## src/rtl/bft_pkg.sv

```systemverilog
// Shared BFT packet definitions: field positions, packet struct, formatter and
// the transmit-port state encoding.
package bft_pkg;

    localparam int BFT_PACKET_BITS   = 49;
    localparam int BFT_PAYLOAD_BITS  = 32;
    localparam int BFT_NUM_LEAF_BITS = 5;
    localparam int BFT_NUM_PORT_BITS = 4;
    localparam int BFT_NUM_ADDR_BITS = 7;

    localparam int BFT_VALID_BIT   = 48;
    localparam int BFT_LEAF_LSB    = 43;
    localparam int BFT_PORT_LSB    = 39;
    localparam int BFT_ADDR_LSB    = 32;
    localparam int BFT_PAYLOAD_LSB = 0;

    typedef struct packed {
        logic                         valid;
        logic [BFT_NUM_LEAF_BITS-1:0] leaf;
        logic [BFT_NUM_PORT_BITS-1:0] port;
        logic [BFT_NUM_ADDR_BITS-1:0] addr;
        logic [BFT_PAYLOAD_BITS-1:0]  payload;
    } bft_pkt_t;

    // Transmit-port status; STALL_RESEND outranks STALL_CREDIT.
    localparam logic [1:0] ST_IDLE         = 2'd0;
    localparam logic [1:0] ST_SEND         = 2'd1;
    localparam logic [1:0] ST_STALL_CREDIT = 2'd2;
    localparam logic [1:0] ST_STALL_RESEND = 2'd3;

    function automatic bft_pkt_t make_packet(
        input logic [BFT_NUM_LEAF_BITS-1:0] leaf,
        input logic [BFT_NUM_PORT_BITS-1:0] port,
        input logic [BFT_NUM_ADDR_BITS-1:0] addr,
        input logic [BFT_PAYLOAD_BITS-1:0]  payload
    );
        bft_pkt_t pkt;
        pkt.valid   = 1'b1;
        pkt.leaf    = leaf;
        pkt.port    = port;
        pkt.addr    = addr;
        pkt.payload = payload;
        return pkt;
    endfunction

endpackage

```

## src/rtl/bft_skid_buf.sv

```systemverilog
// Two-entry buffer for the user front end. in_ready is a flop, so the
// upstream ack never depends combinationally on in_valid.
module bft_skid_buf #(
    parameter int WIDTH = 32
) (
    input  logic             clk,
    input  logic             reset,
    input  logic [WIDTH-1:0] in_data,
    input  logic             in_valid,
    output logic             in_ready,
    output logic [WIDTH-1:0] out_data,
    output logic             out_valid,
    input  logic             out_pop
);

    logic [WIDTH-1:0] mem_q [2];
    logic [WIDTH-1:0] mem_d [2];
    logic             wr_ptr_q, wr_ptr_d;
    logic             rd_ptr_q, rd_ptr_d;
    logic [1:0]       cnt_q, cnt_d;
    logic             ready_q, ready_d;
    logic             push;
    logic             pop;

    assign push      = in_valid & ready_q;
    assign pop       = out_pop & (cnt_q != 2'd0);
    assign in_ready  = ready_q;
    assign out_valid = (cnt_q != 2'd0);
    assign out_data  = mem_q[rd_ptr_q];

    always_comb begin
        mem_d[0] = mem_q[0];
        mem_d[1] = mem_q[1];
        wr_ptr_d = wr_ptr_q;
        rd_ptr_d = rd_ptr_q;
        if (push) begin
            mem_d[wr_ptr_q] = in_data;
            wr_ptr_d        = ~wr_ptr_q;
        end
        if (pop) begin
            rd_ptr_d = ~rd_ptr_q;
        end
        cnt_d   = cnt_q + {1'b0, push} - {1'b0, pop};
        ready_d = (cnt_d != 2'd2);
    end

    always_ff @(posedge clk) begin
        if (reset) begin
            wr_ptr_q <= 1'b0;
            rd_ptr_q <= 1'b0;
            cnt_q    <= 2'd0;
            ready_q  <= 1'b0;
        end else begin
            wr_ptr_q <= wr_ptr_d;
            rd_ptr_q <= rd_ptr_d;
            cnt_q    <= cnt_d;
            ready_q  <= ready_d;
            mem_q[0] <= mem_d[0];
            mem_q[1] <= mem_d[1];
        end
    end

endmodule

```

## src/rtl/bft_leaf_tx_port.sv

```systemverilog
// BFT transmit endpoint: wraps user words into addressed packets and spends
// receiver-BRAM credits, which are returned by freespace-update packets.
module bft_leaf_tx_port
    import bft_pkg::*;
#(
    parameter int PACKET_BITS   = BFT_PACKET_BITS,
    parameter int PAYLOAD_BITS  = BFT_PAYLOAD_BITS,
    parameter int NUM_LEAF_BITS = BFT_NUM_LEAF_BITS,
    parameter int NUM_PORT_BITS = BFT_NUM_PORT_BITS,
    parameter int NUM_ADDR_BITS = BFT_NUM_ADDR_BITS,
    parameter int SRC_PORT      = 1
) (
    input  logic                     clk,
    input  logic                     reset,
    input  logic [NUM_LEAF_BITS-1:0] dest_leaf,
    input  logic [NUM_PORT_BITS-1:0] dest_port,
    input  logic [PAYLOAD_BITS-1:0]  din_user,
    input  logic                     vld_user,
    output logic                     ack_user,
    input  logic [PACKET_BITS-1:0]   din_bft,
    output logic [PACKET_BITS-1:0]   dout_bft,
    input  logic                     resend,
    output logic                     credit_err
);

    localparam int CW = NUM_ADDR_BITS + 1;
    localparam int SW = NUM_ADDR_BITS + 3;
    localparam logic [CW-1:0]            CREDIT_MAX   = CW'(1) << NUM_ADDR_BITS;
    localparam logic [SW-1:0]            CREDIT_MAX_S = SW'(1) << NUM_ADDR_BITS;
    localparam logic [NUM_PORT_BITS-1:0] SRC_PORT_L   = NUM_PORT_BITS'(SRC_PORT);

    logic [PAYLOAD_BITS-1:0]  head_data;
    logic                     head_valid;
    logic [1:0]               state_c;
    logic                     send_c;
    logic                     ret_hit_c;
    logic [CW-1:0]            ret_c;
    logic [SW-1:0]            credit_sum_c;

    logic [CW-1:0]            credit_q, credit_d;
    logic [NUM_ADDR_BITS-1:0] wr_addr_q, wr_addr_d;
    logic [PACKET_BITS-1:0]   dout_q, dout_d;
    logic                     err_q, err_d;

    // Only the valid bit, port field and credit amount of incoming packets matter.
    logic unused_din;
    assign unused_din = ^{din_bft[PACKET_BITS-2:BFT_PORT_LSB+NUM_PORT_BITS],
                          din_bft[BFT_PORT_LSB-1:CW]};

    bft_skid_buf #(
        .WIDTH(PAYLOAD_BITS)
    ) u_skid (
        .clk      (clk),
        .reset    (reset),
        .in_data  (din_user),
        .in_valid (vld_user),
        .in_ready (ack_user),
        .out_data (head_data),
        .out_valid(head_valid),
        .out_pop  (send_c)
    );

    always_comb begin
        state_c = ST_SEND;
        if (!head_valid) begin
            state_c = ST_IDLE;
        end else if (resend) begin
            state_c = ST_STALL_RESEND;
        end else if (credit_q == '0) begin
            state_c = ST_STALL_CREDIT;
        end
    end

    assign send_c = (state_c == ST_SEND);

    assign ret_hit_c = din_bft[BFT_VALID_BIT] &&
                       (din_bft[BFT_PORT_LSB +: NUM_PORT_BITS] == SRC_PORT_L);
    assign ret_c     = ret_hit_c ? din_bft[CW-1:0] : '0;

    // Sum is two bits wider than the counter so an overflowing return is visible.
    always_comb begin
        credit_sum_c = SW'(credit_q) - SW'(send_c) + SW'(ret_c);
        credit_d     = credit_sum_c[CW-1:0];
        err_d        = err_q;
        if (credit_sum_c > CREDIT_MAX_S) begin
            credit_d = CREDIT_MAX;
            err_d    = 1'b1;
        end
    end

    always_comb begin
        wr_addr_d = wr_addr_q;
        dout_d    = '0;
        if (send_c) begin
            dout_d    = make_packet(dest_leaf, dest_port, wr_addr_q, head_data);
            wr_addr_d = wr_addr_q + 1'b1;
        end
    end

    always_ff @(posedge clk) begin
        if (reset) begin
            credit_q  <= CREDIT_MAX;
            wr_addr_q <= '0;
            dout_q    <= '0;
            err_q     <= 1'b0;
        end else begin
            credit_q  <= credit_d;
            wr_addr_q <= wr_addr_d;
            dout_q    <= dout_d;
            err_q     <= err_d;
        end
    end

    assign dout_bft   = dout_q;
    assign credit_err = err_q;

endmodule

```

## config.mk

```make
export PLATFORM = sky130hd
export DESIGN_NAME = bft_leaf_tx_port
export DESIGN_NICKNAME = d
export VERILOG_FILES = /design/src/rtl/bft_pkg.sv /design/src/rtl/bft_skid_buf.sv /design/src/rtl/bft_leaf_tx_port.sv
export SDC_FILE = /design/constraint.sdc
export NUM_CORES = 1
export LEC_CHECK = 0
export ABC_AREA = 1
export BUFFER_PORTS_ARGS = -buffer_cell sky130_fd_sc_hd__buf_2
export CORE_MARGIN = 1.5
export CORE_UTILIZATION = 45
export CTS_CLUSTER_SIZE = 12
export DETAILED_ROUTE_END_ITERATION = 12
export MAX_ROUTING_LAYER = met4
export PLACE_DENSITY_LB_ADDON = 0.3
export REMOVE_ABC_BUFFERS = 1
export SKIP_LAST_GASP = 1
export SLEW_MARGIN = 15
export SYNTH_ARGS = -nofsm -noshare
export SYNTH_HDL_FRONTEND = slang
export SYNTH_HIERARCHICAL = 1
export SYNTH_SLANG_ARGS = --single-unit
```

## constraint.sdc

```tcl
create_clock -name clk -period 5.6 [get_ports clk]
set_input_delay 0.56 -clock clk [delete_from_list [all_inputs] [get_ports clk]]
set_output_delay 0.56 -clock clk [all_outputs]
set_load 0.05 [all_outputs]
```

==> results.json <==
{
  "cts.sinks": 135,
  "synth_top_area_cell": "edfxtp_1",
  "nFillCells": 1041,
  "hold_viol_final": 0,
  "fin_util": 0.567,
  "die_h_um": 115,
  "via_count": 3564,
  "timing.slew.headroom": 0.259,
  "netlist_area_sq_mm": 0.00562,
  "ys_ff_latch": 135,
  "rsz0062_at_grt": "false",
  "wire_per_inst_um": 12.1,
  "synth_ff_type": "dfxtp_1",
  "ioPinCount": 145,
  "endpoint_kind": "flip-flop",
  "final_nets": 736,
  "synth_common_cells": "100 x inv_1, 71 x dfxtp_1, 64 x edfxtp_1",
  "netlist_instances": 511,
  "grt_max_degree": 49,
  "grt_usage": 0.163,
  "first_pass_iters": 4,
  "fin_tns_setup_ns": 0,
  "synth_top_cell_area_share": 0.342,
  "ctsResizeCount": 0,
  "worstPathMaxFanout": 11,
  "grt_pass1_vias": 3436,
  "die-area_sq_mm": 0.0132,
  "synth.top_cells.by_area": "edfxtp_1 34%, dfxtp_1 25%, mux2_4 8.0%",
  "port_buffers": 108,
  "start_util": 0.464,
  "core_sq_mm": 0.0121,
  "clk_latency_ns": 0.41,
  "fp.dieW_um": 115,
  "peakVddDrop_uv": 287,
  "final.min_clock_period_ns": 3.24,
  "final_cells": 810,
  "cts_tree": "built",
  "clk_pin_slew_ns": 0.06,
  "fin_crit_sh": 0.579,
  "outcome": "complete, no violations",
  "yosysMostFrequentCell": "inv_1",
  "hpwlAfterDp_um": 6560,
  "yosysWarningCount": 6,
  "cp_cell_sequence": "inv_1 > nand2_1 > nor2_2 > nand2_1 > nand3_2 > inv_1 > ha_1 > nand2_2 > nor2_2 > inv_1 > nor2_1 > nand2_1 > xor2_1 > ha_1 > nand2_1 > nor2_1 > nand3_1 > a21oi_1 > nand2_2 > nand2_4 > nand3_4 > nor2_2",
  "postSynthAreaPerCell_sq_um": 11.0,
  "startpoint_type": "flip-flop",
  "dr.first_iter.drc_count": 178,
  "cts_hold_buf": 0,
  "worst_path_most_repeated_cell": "nand2_1",
  "tightest_slew_ns": 1.11,
  "ant_nets": 0,
  "p_per_area_mw_per_mm2": 456,
  "antenna_found_initial": 0,
  "power_mw": 3.13,
  "crit_arrival_ns": 3.59,
  "synth_edf_count": 64,
  "p_leak_nw": 3.26,
  "finalSetupViolCount": 0,
  "cp.required_ns": 5.95,
  "ctsRootBufferMaster": "clkbuf_16",
  "synth.distinct_cells": 36,
  "grt_overflow": 0,
  "rows": 40,
  "clock_skew_ns": 0.0109,
  "slowest_delay_ns": 0.35,
  "slew_violations": 0,
  "cp-startpoint": "credit_q[6]",
  "antenna_cells": 0,
  "async_flop_share": 0,
  "cts_max_path_buffers": 2,
  "clock.fmax_mhz": 309,
  "hp-start": "din_user[13]",
  "path_class": "flip-flop to flip-flop",
  "post_cts_buffers": 0,
  "synth-seq-area-share": 0.594,
  "via_per_inst": 4.40,
  "drc": 0,
  "areaGrowthSynthToFinish_pct": 22.1,
  "hp-class": "input pin to flip-flop",
  "cp_slowest_cell": "dfxtp_1",
  "place_inst": 778,
  "drt_wl_total_um": 9790,
  "place.gp.congestion": 0.845,
  "cts.htree.levels": 4,
  "drv_cap": 0,
  "cts_buffers": 17,
  "r2r_start": "credit_q[6]",
  "grt_pass1_wl_um": 15800,
  "drive_gt1_frac": 0.369
}
## power breakdown
group | internal, mW | switching (mW) | total [mW]
clock | 0.706 | 0.418 | 1.12
combinational | 0.280 | 0.537 | 0.817
sequential | 1.14 | 0.0548 | 1.19
## final timing paths
kind / end / slack [ns] / cells past startpoint
setup / recovery: credit_q[0] / 2.36 / 22
hold reg to reg: u_skid/wr_ptr_q / 0.47 / 2
hold / removal: u_skid/mem_q[1][13] / 0.33 / 1
setup reg to reg: credit_q[0] / 2.36 / 22
## placed cells by master, fill, tap and decap left out, drive strengths merged
cell type	n
fa	1
nand4	3
xor2	5
ha	12
clkinvlp	3
nor2	81
buf	109
dfxtp	71
inv	111
nand3	22
mux2	32
nor3	3
nor3b	1
bufinv	3
clkinv	5
o21ai	6
nand2	72
edfxtp	64
o21bai	1
nand3b	1
clkbuf	19
xnor2	1
and2	1
a21oi	11
nor4	2
and3	2
## routing by layer
metal | vias to the layer above | global-route usage | share of wire
met5 | - | - | 0
met1 | 1612 | 0.189 | 0.45
met3 | 14 | 0.0422 | 0.045
li1 | 1846 | - | -
met2 | 92 | 0.272 | 0.49
met4 | 0 | 0.0642 | 0.015
## worst max-delay path: cells and delay by family, from the launching register on
family          cells  cell delay, ns
fa+ha+maj           2            0.53
simple gates       15            1.55
flops               1            0.35
buf+inv             3            0.38
xor+xnor            1            0.16
compound gates      1            0.19
## layout make-up
class	count	area, sq um	share of cell area
Sequential cell	135	3340	0.487
Timing Repair Buffer	109	548	0.0798
Tap cell	168	210	0.0306
Multi-Input combinational cell	257	1750	0.255
Inverter	109	409	0.0596
Clock inverter	13	173	0.0251
Clock buffer	19	433	0.0630
## logic make-up (layout without fill, tap and decap cells)
logic type	Yosys count	count (layout)	synth area share
multiplexers	32	32	0.0841
XOR/XNOR	6	6	0.00934
adder cells (fa/ha/maj)	13	13	0.0303
buffers and inverters	119	250	0.0966
AO/OA/AOI/OAI	18	18	0.0165
AND/OR/NAND/NOR	188	188	0.169
flip-flops	135	135	0.594
## flip-flops by register name, indices dropped and copies added (netlist names), named ones only
register and flops:
u_skid/mem_q 64, dout_bft 49, credit_q 8, wr_addr_q 7, u_skid/cnt_q 2, credit_err 1, u_skid/in_ready 1, u_skid/rd_ptr_q 1
u_skid/wr_ptr_q 1
## through the flow
stage | setup slack, ns | instance area [sq um] | hold slack, ns
global placement | 2.30 | 6260 | 0.438
floorplan | 2.08 | 5490 | 0.431
CTS | 2.34 | 6870 | 0.314
finish | 2.36 | 6870 | 0.330
global route | 1.90 | 6870 | 0.318
detailed placement | 2.23 | 6260 | 0.459
No activity file was read; power rests on OpenSTA's default activity.
